==> src/rtl/cache_axi_pkg.sv <==
// rtl/cache_axi_pkg.sv - shared encodings for the cache read-port arbiter
package cache_axi_pkg;

  typedef enum logic [1:0] {
    ST_IDLE = 2'd0,
    ST_ADDR = 2'd1,
    ST_DATA = 2'd2
  } arb_state_e;

  typedef enum logic {
    OWN_I = 1'b0,
    OWN_D = 1'b1
  } owner_e;

  localparam logic [1:0] AXI_BURST_INCR = 2'b01;
  localparam logic [1:0] AXI_RESP_OKAY  = 2'b00;
  localparam logic [3:0] ID_I_DEF       = 4'd0;
  localparam logic [3:0] ID_D_DEF       = 4'd1;

  function automatic logic [2:0] axi_size(input int bytes);
    return 3'($clog2(bytes));
  endfunction

endpackage

==> src/rtl/rr_arb2.sv <==
// rtl/rr_arb2.sv - two-way round-robin grant; on a tie the side that did not win last time wins
module rr_arb2 (
  input  logic [1:0] req_i,
  input  logic       last_grant_i,
  output logic [1:0] gnt_o
);

  // bit 0 = I-cache, bit 1 = D-cache; last_grant_i = 1 means D won last
  always_comb begin
    gnt_o = 2'b00;
    case (req_i)
      2'b01:   gnt_o = 2'b01;
      2'b10:   gnt_o = 2'b10;
      2'b11:   gnt_o = last_grant_i ? 2'b01 : 2'b10;
      default: gnt_o = 2'b00;
    endcase
  end

endmodule

==> src/rtl/cache_rd_arbiter.sv <==
// rtl/cache_rd_arbiter.sv - shares one AXI4 read port between I-cache and D-cache refill FSMs
module cache_rd_arbiter
  import cache_axi_pkg::*;
#(
  parameter int          ADDR_W     = 32,
  parameter int          DATA_W     = 32,
  parameter int          LINE_WORDS = 16,
  parameter logic [3:0]  ID_I       = ID_I_DEF,
  parameter logic [3:0]  ID_D       = ID_D_DEF
) (
  input  logic              clk,
  input  logic              rst,
  input  logic              i_rd_req,
  input  logic [ADDR_W-1:0] i_rd_addr,
  output logic              i_rd_rdy,
  input  logic              i_ret_ready,
  output logic              i_ret_valid,
  input  logic              d_rd_req,
  input  logic [ADDR_W-1:0] d_rd_addr,
  input  logic              d_rd_uncached,
  output logic              d_rd_rdy,
  input  logic              d_ret_ready,
  output logic              d_ret_valid,
  output logic [DATA_W-1:0] ret_data,
  output logic              ret_last,
  output logic              arvalid,
  input  logic              arready,
  output logic [ADDR_W-1:0] araddr,
  output logic [7:0]        arlen,
  output logic [2:0]        arsize,
  output logic [1:0]        arburst,
  output logic [3:0]        arid,
  input  logic              rvalid,
  output logic              rready,
  input  logic [DATA_W-1:0] rdata,
  input  logic              rlast,
  input  logic [1:0]        rresp,
  input  logic [3:0]        rid,
  output logic              rd_err
);

  localparam logic [ADDR_W-1:0] LINE_MASK = ADDR_W'(LINE_WORDS * DATA_W / 8 - 1);
  localparam logic [7:0]        LINE_LEN  = 8'(LINE_WORDS - 1);

  arb_state_e        state_q, state_d;
  owner_e            owner_q, owner_d;
  owner_e            last_grant_q, last_grant_d;
  logic [ADDR_W-1:0] addr_q, addr_d;
  logic [7:0]        len_q, len_d;
  logic [3:0]        arid_q, arid_d;
  logic [7:0]        beat_cnt_q, beat_cnt_d;
  logic              rd_err_q, rd_err_d;

  logic [1:0]        gnt;
  logic              beat;
  logic              grant_d_side;
  logic [ADDR_W-1:0] req_addr;

  rr_arb2 u_rr_arb2 (
    .req_i        ({d_rd_req, i_rd_req}),
    .last_grant_i (last_grant_q),
    .gnt_o        (gnt)
  );

  assign grant_d_side = gnt[1];
  assign req_addr     = grant_d_side ? d_rd_addr : i_rd_addr;

  assign araddr   = addr_q;
  assign arlen    = len_q;
  assign arid     = arid_q;
  assign arsize   = axi_size(DATA_W / 8);
  assign arburst  = AXI_BURST_INCR;
  assign ret_data = rdata;
  assign ret_last = rlast;
  assign rd_err   = rd_err_q;

  always_comb begin
    state_d      = state_q;
    owner_d      = owner_q;
    last_grant_d = last_grant_q;
    addr_d       = addr_q;
    len_d        = len_q;
    arid_d       = arid_q;
    beat_cnt_d   = beat_cnt_q;
    rd_err_d     = rd_err_q;
    arvalid      = 1'b0;
    rready       = 1'b0;
    i_rd_rdy     = 1'b0;
    d_rd_rdy     = 1'b0;
    i_ret_valid  = 1'b0;
    d_ret_valid  = 1'b0;
    beat         = 1'b0;

    case (state_q)
      ST_IDLE: begin
        if (gnt != 2'b00) begin
          owner_d = owner_e'(grant_d_side);
          arid_d  = grant_d_side ? ID_D : ID_I;
          // uncached D reads fetch exactly the addressed word; everything else is an aligned line
          if (grant_d_side && d_rd_uncached) begin
            addr_d = req_addr;
            len_d  = 8'd0;
          end else begin
            addr_d = req_addr & ~LINE_MASK;
            len_d  = LINE_LEN;
          end
          state_d = ST_ADDR;
        end
      end

      ST_ADDR: begin
        arvalid = 1'b1;
        if (arready) begin
          i_rd_rdy   = (owner_q == OWN_I);
          d_rd_rdy   = (owner_q == OWN_D);
          beat_cnt_d = 8'd0;
          state_d    = ST_DATA;
        end
      end

      ST_DATA: begin
        rready      = (owner_q == OWN_D) ? d_ret_ready : i_ret_ready;
        i_ret_valid = (owner_q == OWN_I) && rvalid;
        d_ret_valid = (owner_q == OWN_D) && rvalid;
        beat        = rvalid && rready;
        if (beat) begin
          beat_cnt_d = beat_cnt_q + 8'd1;
          // a count overrun without rlast is flagged but the burst keeps draining until rlast
          if ((rresp != AXI_RESP_OKAY) || (rid != arid_q) ||
              (rlast && (beat_cnt_q != len_q)) ||
              (!rlast && (beat_cnt_q == len_q))) begin
            rd_err_d = 1'b1;
          end
          if (rlast) begin
            last_grant_d = owner_q;
            state_d      = ST_IDLE;
          end
        end
      end

      default: state_d = ST_IDLE;
    endcase
  end

  always_ff @(posedge clk) begin
    if (rst) begin
      state_q      <= ST_IDLE;
      owner_q      <= OWN_I;
      last_grant_q <= OWN_D;
      addr_q       <= '0;
      len_q        <= '0;
      arid_q       <= '0;
      beat_cnt_q   <= '0;
      rd_err_q     <= 1'b0;
    end else begin
      state_q      <= state_d;
      owner_q      <= owner_d;
      last_grant_q <= last_grant_d;
      addr_q       <= addr_d;
      len_q        <= len_d;
      arid_q       <= arid_d;
      beat_cnt_q   <= beat_cnt_d;
      rd_err_q     <= rd_err_d;
    end
  end

endmodule
==> config.mk <==
export PLATFORM = sky130hd
export DESIGN_NAME = cache_rd_arbiter
export DESIGN_NICKNAME = d
export VERILOG_FILES = /design/src/rtl/cache_axi_pkg.sv /design/src/rtl/rr_arb2.sv /design/src/rtl/cache_rd_arbiter.sv
export SDC_FILE = /design/constraint.sdc
export NUM_CORES = 1
export LEC_CHECK = 0
export ABC_AREA = 1
export CAP_MARGIN = 20
export CELL_PAD_IN_SITES_DETAIL_PLACEMENT = 0
export CELL_PAD_IN_SITES_GLOBAL_PLACEMENT = 1
export CORE_MARGIN = 2
export CORE_UTILIZATION = 22
export DETAILED_ROUTE_END_ITERATION = 8
export PLACE_DENSITY_LB_ADDON = 0.1
export SLEW_MARGIN = 5
export SYNTH_ARGS = -nofsm -noshare
export SYNTH_HDL_FRONTEND = slang
export SYNTH_SLANG_ARGS = --single-unit
==> constraint.sdc <==
create_clock -name clk -period 1.5 [get_ports clk]
set_clock_uncertainty 0.05 [all_clocks]
set_input_delay 0.15 -clock clk [delete_from_list [all_inputs] [get_ports clk]]
set_output_delay 0.15 -clock clk [all_outputs]
set_load 0.005 [all_outputs]
==> results of run 1 <==
[kinds of logic after synthesis]
family / after synthesis
AOI/OAI and AO/OA: 76
adders and majority gates: 1
buffers and inverters: 89
DFF: 46
other: 2
and+or+nand+nor: 132
[cell type report]
class                           instances  area share, %
Clock inverter                          1         0.1273
Timing Repair Buffer                  145          36.38
Inverter                               26          2.546
Multi-Input combinational cell        221          29.09
Sequential cell                        46          23.68
Clock buffer                            7          3.628
Tap cell                              143          4.551
[report_power, final]
group          internal [mW]  switching, mW
combinational          0.623          0.444
sequential              1.35         0.0798
clock                  0.662          0.479
[sequential cells by signal, indices dropped and copies added (netlist names)]
signal / count
last_grant_q: 1
araddr: 32
beat_cnt_q: 8
rd_err: 1
state_q: 2
owner_q: 1
arlen: 1
[worst reg2reg max path: cells and delay by family, from the launching register on]
| family | cells | cell delay (ns) |
|---|---|---|
| buf+inv | 4 | 0.35 |
| simple gates | 6 | 0.47 |
| flops | 1 | 0.36 |
[routing by layer]
| layer | global-route usage (%) | part of all wire, % | routed length, um | vias up |
|---|---|---|---|---|
| li1 | - | - | - | 1280 |
| met2 | 21.26 | 48 | 3683 | 75 |
| met1 | 14.08 | 41 | 3136 | 1073 |
| met4 | 3.457 | 1.4 | 110 | 0 |
| met3 | 5.553 | 9.4 | 721 | 13 |
| met5 | 0 | 0 | 0 | - |
[Yosys cell counts, drive strengths merged]
cell type,instances,area [um2]
o21bai,1,7.510
clkbuf,5,18.77
buf,58,430.4
conb,2,7.510
nand3,6,30.03
dfxtp,46,920.9
o21ai,29,145.1
a22oi,6,45.04
o311ai,1,8.760
nor2,29,156.4
nor3,8,45.04
inv,25,96.34
clkinv,1,3.750
nand2,87,356.6
ha,1,12.51
a31oi,26,162.7
a211oi,2,15.01
o2111ai,1,8.760
a21oi,10,50.05
or2,2,15.02
[per-stage QoR]
stage	setup WS, ns	cells
detailed placement	-0.1407	576
CTS	-0.2067	587
finish	0.09407	589
floorplan	0.2677	356
global placement	-0.1377	576
global route	0.002515	589
[final timing paths]
kind | start | to | slack [ns] | cells after the start
worst min-delay path | rdata[21] | ret_data[21] | 0.25 | 0
worst min register to register | rd_err$_SDFFE_PP0P_ | rd_err$_SDFFE_PP0P_ | 0.41 | 2
worst max-delay path | owner_q$_SDFFE_PP0P_ | i_ret_valid | 0.09 | 3
worst max register to register | owner_q$_SDFFE_PP0P_ | beat_cnt_q[2]$_SDFFE_PP0P_ | 0.15 | 10
[what timing repair did]
action	4_1_cts	5_1_grt
buffers inserted	3	2
pin swaps	0	1
cloned	0	0
endpoints found under the setup margin	11	7
resized for setup	10	13
==> key figures, run 1 <==
Clocking
  – CTS tree: built
  – Root Driver: clkbuf_16
  – CTS Buffer Depth: 2
  – Hold buffers post-CTS: 0
  – Worst skew pair latency: 0.29 ns
  – TritonCTS Buffers: 5
  – # clock sinks: 46
  – CTS H-Tree Depth: 2
  – Worst-path clk slew: 0.06 ns

Critical path
  – CP arrival: 1.21 ns
  – Worst-path fanout max: 4
  – Crit path kind: register to output pin
  – CP top delay family: buffers and inverters
  – CP Cell Sequence: buf_4, nor3_1, dlygate4sd2_1
  – Worst EP required: 1.30 ns
  – Max stage delay cell, worst path: dfxtp_4
  – Crit path capture type: output pin
  – Startpoint Class: register
  – Critical path's largest stage delay: 0.36 ns
  – WP buf/inv: 2

Yosys
  – Post-synth cell types: 33
  – Yosys reg bits: 46
  – Synth Warn #: 0
  – Post-synthesis mux area share: 0%
  – Post-synthesis simple-gate area fraction: 23.78%
  – Post-synth design cell area: 2536 um2
  – Synth Area in XOR/XNOR: 0%
  – Cells after Synth: 346
  – Sequential area share after synthesis: 36.31%
  – Combinational family with the most area after synthesis: simple AND/OR/NAND/NOR gates
  – Synth Area in Compound Gates: 17.46%
  – Adder-cell area share of the yosys netlist: 0.4933%
  – Post-Syn Area per Cell: 7.330 um2

Floorplan
  – Core area: 11320 um2
  – Die width: 111.4 um
  – FP Rows: 39
  – Die Area: 12400 um2
  – I/O Pins: 201
  – Die Y-Extent: 111.4 um
  – Starting Density: 22.40%

Place
  – Routability congestion estimate from global placement: 0.7037
  – I/O Buffers: 118
  – Dpl hpwl: 5740 um
  – Placed Instance Area: 3704 um2

Pwr
  – Max rail drop VDD: 0.3107 mV
  – Power Dens Cells: 925.8 nW/um2
  – Leakage: 1.633 nW
  – Total Power: 3.639 mW

Cells and area
  – Fin util: 34.73%
  – Most common cell after layout, fill and taps aside: clkdlybuf4s50_1
  – Register area: 930.9 um2
  – Most frequent cells in the layout: clkdlybuf4s50_1, nand2_1, dfxtp_1
  – Multi-input gate area: 1144 um2
  – Share of cells above drive strength 1: 14.13%
  – NumNets Final: 558
  – Design area: 3931 um2
  – Area growth, synth to finish: 55.01%
  – Fill cells: 1236
  – Ant diodes: 0

Hold path
  – Min-delay worst type: input pin to output pin

Route
  – DRC: 0
  – Via density: 4.144
  – WL/cell: 12.99 um
  – Vias: 2441
  – Final wirelength: 7652 um
  – First-iteration detailed-routing DRC count: 48
  – DR pass1 iterations: 4
  – Post-route antenna net violation count: 0

STA
  – Setup TNS: 0 ns
  – Final worst-path cycle share: 93.73%
  – Minimum clock period after layout: 1.406 ns
  – Final setup fails: 0
  – Hold Slack: 0.2500 ns
  – Final hold violations: 0
  – Fmax: 711.3 MHz
  – Final Slew Violations: 0
  – RSZ-0062 raised after global routing: false

GRT
  – Gr ovfl total: 0
  – Total GRT Usage: 12.42%
  – First-pass GRT wire length: 12430 um
  – Initial antenna violation count: 0
  – Largest net degree at the start of global routing: 32
  – Vias in the first global route: 2471

Flow run
  – Max-cap viol count: 0

Outcome
  – Status: finished clean
(Power assumes the default switching activity.)
==> run 2: changes to the inputs <==
Settings changed: GPL_TIMING_DRIVEN from default to 0.
==> run 2 against run 1 <==
  * First-iteration DRC count rose by 44%
  * Register-to-register slack got worse by 0.02 ns
  * Sequential power about the same
  * Sequential share of layout area shrank 2.9 points
  * Die area stayed put
  * Combinational power grew 17%
  * Wire length increased by 7.2%
  * Via count grew 12%
  * Maximum frequency down 4.0%
  * Sequential cell count did not move
  * Utilization rose by 5.0 points
  * Largest power group unchanged
==> key figures, run 2 (synthesis results as in run 1) <==
Clocking
  – # clock sinks: 46 (unchanged)
  – TritonCTS Buffers: 5 (unchanged)
  – CTS H-Tree Depth: 2 (unchanged)
  – Root Driver: clkbuf_16 (unchanged)
  – CTS Buffer Depth: 2 (unchanged)
  – Hold buffers post-CTS: 0 (unchanged)
  – Worst skew pair latency: 0.28 ns (was 0.29 ns)
  – Worst-path clk slew: 0.07 ns (was 0.06 ns)
  – CTS tree: built (unchanged)

Critical path
  – WP buf/inv: 2 (unchanged)
  – Worst R2R Setup Slack: 0.13 ns (was 0.15 ns)
  – Startpoint Class: register (unchanged)
  – Crit path kind: register to output pin (unchanged)
  – CP Cell Sequence: buf_4, clkdlybuf4s50_1 (was buf_4, nor3_1, dlygate4sd2_1)
  – CP top delay family: buffers and inverters (unchanged)
  – Worst-path fanout max: 8 (was 4)
  – RR Startpoint: state_q[1]$_SDFFE_PP0P_ (was owner_q$_SDFFE_PP0P_)
  – Max stage delay cell, worst path: clkdlybuf4s50_1 (was dfxtp_4)
  – Worst Reg2Reg Path Length in Cells: 5 (was 10)
  – Worst EP required: 1.30 ns (about the same)
  – CP arrival: 1.26 ns (was 1.21 ns)
  – Worst r2r dst: araddr[10]$_SDFFE_PP0P_ (was beat_cnt_q[2]$_SDFFE_PP0P_)
  – Critical path's largest stage delay: 0.48 ns (was 0.36 ns)
  – Crit path capture type: output pin (unchanged)

Floorplan
  – Die width: 111.4 um (unchanged)
  – I/O Pins: 201 (unchanged)
  – Die Area: 12400 um2 (unchanged)
  – FP Rows: 39 (unchanged)
  – Die Y-Extent: 111.4 um (unchanged)
  – Starting Density: 22.40% (unchanged)
  – Core area: 11320 um2 (unchanged)

GRT
  – Total GRT Usage: 12.82% (was 12.42%)
  – Vias in the first global route: 2733 (was 2471)
  – Gr ovfl total: 0 (unchanged)
  – Initial antenna violation count: 0 (unchanged)
  – Largest net degree at the start of global routing: 16 (was 32)
  – First-pass GRT wire length: 13080 um (was 12430 um)

Route
  – Vias: 2745 (was 2441)
  – Via density: 4.140 (was 4.144)
  – DRC: 0 (unchanged)
  – Post-route antenna net violation count: 0 (unchanged)
  – First-iteration detailed-routing DRC count: 69 (was 48)
  – Final wirelength: 8206 um (was 7652 um)
  – WL/cell: 12.38 um (was 12.99 um)
  – DR pass1 iterations: 4 (unchanged)

Hold path
  – Worst Hold Path Cells: 3 (was 0)
  – Hold path startpoint: i_rd_addr[26] (was rdata[21])
  – Hold worst-path end: araddr[26]$_SDFFE_PP0P_ (was ret_data[21])
  – Min-delay worst type: input pin to register (was input pin to output pin)

Cells and area
  – NumNets Final: 632 (was 558)
  – Most frequent cells in the layout: clkdlybuf4s50_1, nand2_1, buf_4 (was clkdlybuf4s50_1, nand2_1, dfxtp_1)
  – Design area: 4502 um2 (was 3931 um2)
  – Area growth, synth to finish: 77.50% (was 55.01%)
  – Max reg flops: 32 (unchanged)
  – Ant diodes: 0 (unchanged)
  – Most common cell after layout, fill and taps aside: clkdlybuf4s50_1 (unchanged)
  – Share of cells above drive strength 1: 20.58% (was 14.13%)

STA
  – Minimum clock period after layout: 1.464 ns (was 1.406 ns)
  – Relative slew slack: 64.46%
  – Final hold violations: 0 (unchanged)
  – RSZ-0062 raised after global routing: true (was false)
  – Final setup fails: 0 (unchanged)
  – Fmax: 683.2 MHz (was 711.3 MHz)
  – Final worst-path cycle share: 97.58% (was 93.73%)
  – Actual slew at the worst max-slew pin: 0.5332 ns
  – Setup ws final: 0.03625 ns (was 0.09407 ns)
  – Setup TNS: 0 ns (unchanged)
  – Final Slew Violations: 0 (unchanged)

Pwr
  – Max rail drop VDD: 0.5875 mV (was 0.3107 mV)
  – Total Power: 3.941 mW (was 3.639 mW)
  – Leakage: 1.946 nW (was 1.633 nW)
  – Power Dens Cells: 875.5 nW/um2 (was 925.8 nW/um2)

Place
  – Setup WS pre-CTS: -0.3605 ns (was -0.1407 ns)
  – Routability congestion estimate from global placement: 0.7343 (was 0.7037)
  – Dpl hpwl: 6430 um (was 5740 um)
  – Placed Instance Area: 4254 um2 (was 3704 um2)
  – I/O Buffers: 150 (was 118)

Outcome
  – Status: finished clean (unchanged)

Flow run
  – Max-cap viol count: 0 (unchanged)
==> run 2: per-stage QoR <==
step / hold WS (ns) / util, % / instances
4_1_cts: 0.3764 / 39.35 / 659
3_3_place_gp: 0.3936 / 37.58 / 649
5_1_grt: 0.3945 / 39.77 / 663
6_report: 0.3820 / 39.77 / 663
3_5_place_dp: 0.3984 / 37.58 / 649
2_1_floorplan: 0.1785 / - / 356
==> run 2: final cells by class <==
cell class | count | area [um2]
fillers | 1193 | 6819
plain buffers | 63 | 455.4
well taps | 143 | 178.9
multi-input cells | 222 | 1140
flip-flops and latches | 46 | 933.4
clock buffers | 5 | 125.1
inverters | 26 | 100.1
repair buffers | 155 | 1524
clock inverters | 3 | 45.04
==> run 2: repair_timing <==
action                     CTS  global route
setup endpoints to repair   38            37
pin swaps                    1             2
gates resized for setup     19            17
gates cloned                 0             1
setup buffers                2             3
==> run 2: per-layer routing <==
metal	routed length, um	share of wire [%]	track usage (%)
met4	55	0.67	2.387
met2	4182	51	23.86
met5	0	0	0
met1	3304	40	14.30
met3	663	8.1	4.300
==> run 2: how the worst max path moves through the flow <==
stage | from | to | slack [ns] | cells after the start
floorplan | beat_cnt_q[0]$_SDFFE_PP0P_ | beat_cnt_q[6]$_SDFFE_PP0P_ | 0.27 | 8
global placement | d_rd_req | araddr[9]$_SDFFE_PP0P_ | -0.33 | 7
detailed placement | d_rd_req | araddr[30]$_SDFFE_PP0P_ | -0.36 | 7
CTS | state_q[0]$_SDFFE_PP0P_ | d_rd_rdy | 0.005 | 6
global route | state_q[0]$_SDFFE_PP0P_ | beat_cnt_q[6]$_SDFFE_PP0P_ | -0.02 | 11
finish | arlen[2]$_SDFFE_PP0P_ | arlen[3] | 0.04 | 2
==> run 2: power breakdown <==
group          switching [mW]  leakage, nW  internal [mW]
clock                   0.476       0.0760          0.786
sequential             0.0774        0.381           1.35
combinational           0.501         1.49          0.750
total                    1.05         1.95           2.89
==> run 2: worst reg2reg max path, cell delays in order (launching register included) <==
cell	delay, ns
dfxtp_2	0.34
or2_4	0.27
nor2_8	0.13
buf_4	0.14
buf_2	0.21
a31oi_1	0.10
==> run 3: changes to the inputs <==
Settings changed: CTS_CLUSTER_SIZE from default to 12, SKIP_CTS_REPAIR_TIMING from default to 1.
==> run 3 against run 2 <==
  * Clock-buffer cell count stayed put
  * Largest cell class unchanged
  * Register-to-register slack hardly changed
  * Utilization is 0.48 points higher
  * Wire length is 0.12% higher
  * Hold slack worse by 0.10 ns
  * Via count is 0.11% lower
  * First-iteration DRC count is 5.8% higher
  * Clock power hardly changed
  * Critical path depth stayed put
==> key figures, run 3 (synthesis results as in run 1) <==
Pwr
  – Switching portion of total power: 26.65% (was 26.76%)
  – Power Dens Cells: 866.6 nW/um2 (was 875.5 nW/um2)
  – Net Sw Power: 1.052 mW (was 1.055 mW)
  – Clock power frac: 31.9% (was 32.0%)
  – Int Power: 2.896 mW (was 2.887 mW)
  – Total Power: 3.948 mW (was 3.941 mW)
  – Combinational power share: 31.9% (was 31.7%)
  – Max rail drop VDD: 0.5870 mV (was 0.5875 mV)
  – Flop pwr share: 36.2% (about the same)
  – Leakage: 2.049 nW (was 1.946 nW)

Floorplan
  – Die Y-Extent: 111.4 um (unchanged)
  – I/O Pins: 201 (unchanged)
  – Starting Density: 22.40% (unchanged)
  – Core area: 11320 um2 (unchanged)
  – Die width: 111.4 um (unchanged)
  – Die Area: 12400 um2 (unchanged)
  – FP Rows: 39 (unchanged)

Cells and area
  – Register area: 933.4 um2 (unchanged)
  – Share of cells above drive strength 1: 20.15% (was 20.58%)
  – Multi-input gate area: 1142 um2 (was 1140 um2)
  – Fill cells: 1197 (was 1193)
  – Most common cell after layout, fill and taps aside: clkdlybuf4s50_1 (unchanged)
  – Ant diodes: 0 (unchanged)
  – Max reg flops: 32 (unchanged)
  – Design area: 4556 um2 (was 4502 um2)
  – NumNets Final: 633 (was 632)
  – Area growth, synth to finish: 79.63% (was 77.50%)
  – Fin util: 40.24% (was 39.77%)
  – Most frequent cells in the layout: clkdlybuf4s50_1, nand2_1, buf_4 (unchanged)

Critical path
  – CP arrival: 1.26 ns (about the same)
  – Setup crit end: arlen[3] (unchanged)
  – Worst EP required: 1.30 ns (about the same)
  – Worst Reg2Reg Path Length in Cells: 5 (unchanged)
  – Worst r2r dst: araddr[10]$_SDFFE_PP0P_ (unchanged)
  – Startpoint Class: register (unchanged)
  – RR Startpoint: state_q[1]$_SDFFE_PP0P_ (unchanged)
  – Worst-path fanout max: 8 (unchanged)
  – Crit path kind: register to output pin (unchanged)
  – Crit path capture type: output pin (unchanged)
  – Critical Path Start: arlen[2]$_SDFFE_PP0P_ (unchanged)
  – Worst R2R Setup Slack: 0.13 ns (about the same)

Route
  – First-iteration detailed-routing DRC count: 73 (was 69)
  – Final wirelength: 8216 um (was 8206 um)
  – Post-route antenna net violation count: 0 (unchanged)
  – WL/cell: 12.37 um (was 12.38 um)
  – DR pass1 iterations: 4 (unchanged)
  – DRC: 0 (unchanged)
  – Via density: 4.130 (was 4.140)
  – Vias: 2742 (was 2745)

Clocking
  – Worst skew pair latency: 0.28 ns (about the same)
  – Root Driver: clkbuf_16 (unchanged)
  – # clock sinks: 46 (unchanged)
  – Worst-path clk slew: 0.06 ns (was 0.07 ns)
  – CTS H-Tree Depth: 2 (unchanged)
  – TritonCTS Buffers: 5 (unchanged)
  – CTS tree: built (unchanged)
  – CTS Buffer Depth: 2 (unchanged)

STA
  – Fmax: 683.7 MHz (was 683.2 MHz)
  – Setup TNS: 0 ns (unchanged)
  – Actual slew at the worst max-slew pin: 0.5296 ns (was 0.5332 ns)
  – Relative slew slack: 64.69% (was 64.46%)
  – Final worst-path cycle share: 97.51% (was 97.58%)
  – Final Slew Violations: 0 (unchanged)
  – Final hold violations: 0 (unchanged)
  – Minimum clock period after layout: 1.463 ns (was 1.464 ns)
  – Final setup fails: 0 (unchanged)
  – RSZ-0062 raised after global routing: true (unchanged)

Hold path
  – Min-delay worst type: input pin to register (unchanged)
  – Hold path startpoint: rlast (was i_rd_addr[26])

Place
  – I/O Buffers: 150 (unchanged)
  – Routability congestion estimate from global placement: 0.7343 (unchanged)
  – Dpl hpwl: 6430 um (unchanged)
  – Placed Instance Area: 4254 um2 (unchanged)

Outcome
  – Status: finished clean (unchanged)

GRT
  – Total GRT Usage: 12.75% (was 12.82%)
  – Gr ovfl total: 0 (unchanged)
  – Initial antenna violation count: 0 (unchanged)
  – First-pass GRT wire length: 13010 um (was 13080 um)
  – Largest net degree at the start of global routing: 16 (unchanged)
  – Vias in the first global route: 2706 (was 2733)

Flow run
  – Max-cap viol count: 0 (unchanged)
[run 3: final cells by class]
cell class                 instances  share of cell area, %
tap                              143                  3.928
buffer                            63                  10.05
inverter                          26                  2.197
multi-input combinational        222                  25.08
timing repair buffer             156                  34.52
sequential                        46                  20.49
clock inverter                     3                 0.9887
clock buffer                       5                  2.746
[run 3: critical path, cell delays in order, from the launching register on]
cell and delay, ns:
dfxtp_4 0.39, buf_4 0.11, clkdlybuf4s50_1 0.48
[run 3: stage by stage]
step                cells  worst slack (ns)  hold slack, ns
floorplan             356            0.2677          0.1785
global placement      649           -0.3333          0.3936
detailed placement    649           -0.3605          0.3984
CTS                   657           -0.3635          0.3765
global route          664          -0.05244          0.3297
finish                664           0.03728          0.2802
[run 3: routing by layer]
layer	vias to the layer above	track usage (%)	share of wire [%]
li1	1422	-	-
met1	1218	14.40	40
met2	98	23.50	51
met3	4	4.300	8.1
met4	0	2.387	0.67
met5	-	0	0
[run 3: how the worst min path moves through the flow]
stage,to,slack (ns),cells past startpoint
3_3_place_gp,rd_err$_SDFFE_PP0P_,0.39,2
4_1_cts,araddr[23]$_SDFFE_PP0P_,0.38,3
6_report,state_q[1]$_SDFFE_PP0P_,0.28,4
2_1_floorplan,arlen[2]$_SDFFE_PP0P_,0.18,1
3_5_place_dp,rd_err$_SDFFE_PP0P_,0.40,2
5_1_grt,state_q[1]$_SDFFE_PP0P_,0.33,4
[run 3: power by group through the flow]
stage | registers, mW | logic [mW] | clock network [mW]
final | 1.43 | 1.26 | 1.26
after global routing | 1.45 | 1.38 | 1.34
after CTS | 1.42 | 1.23 | 1.31
after detailed placement | 1.45 | 1.23 | 0
after global placement | 1.45 | 1.23 | 0
after floorplan | 1.45 | 0.528 | 0
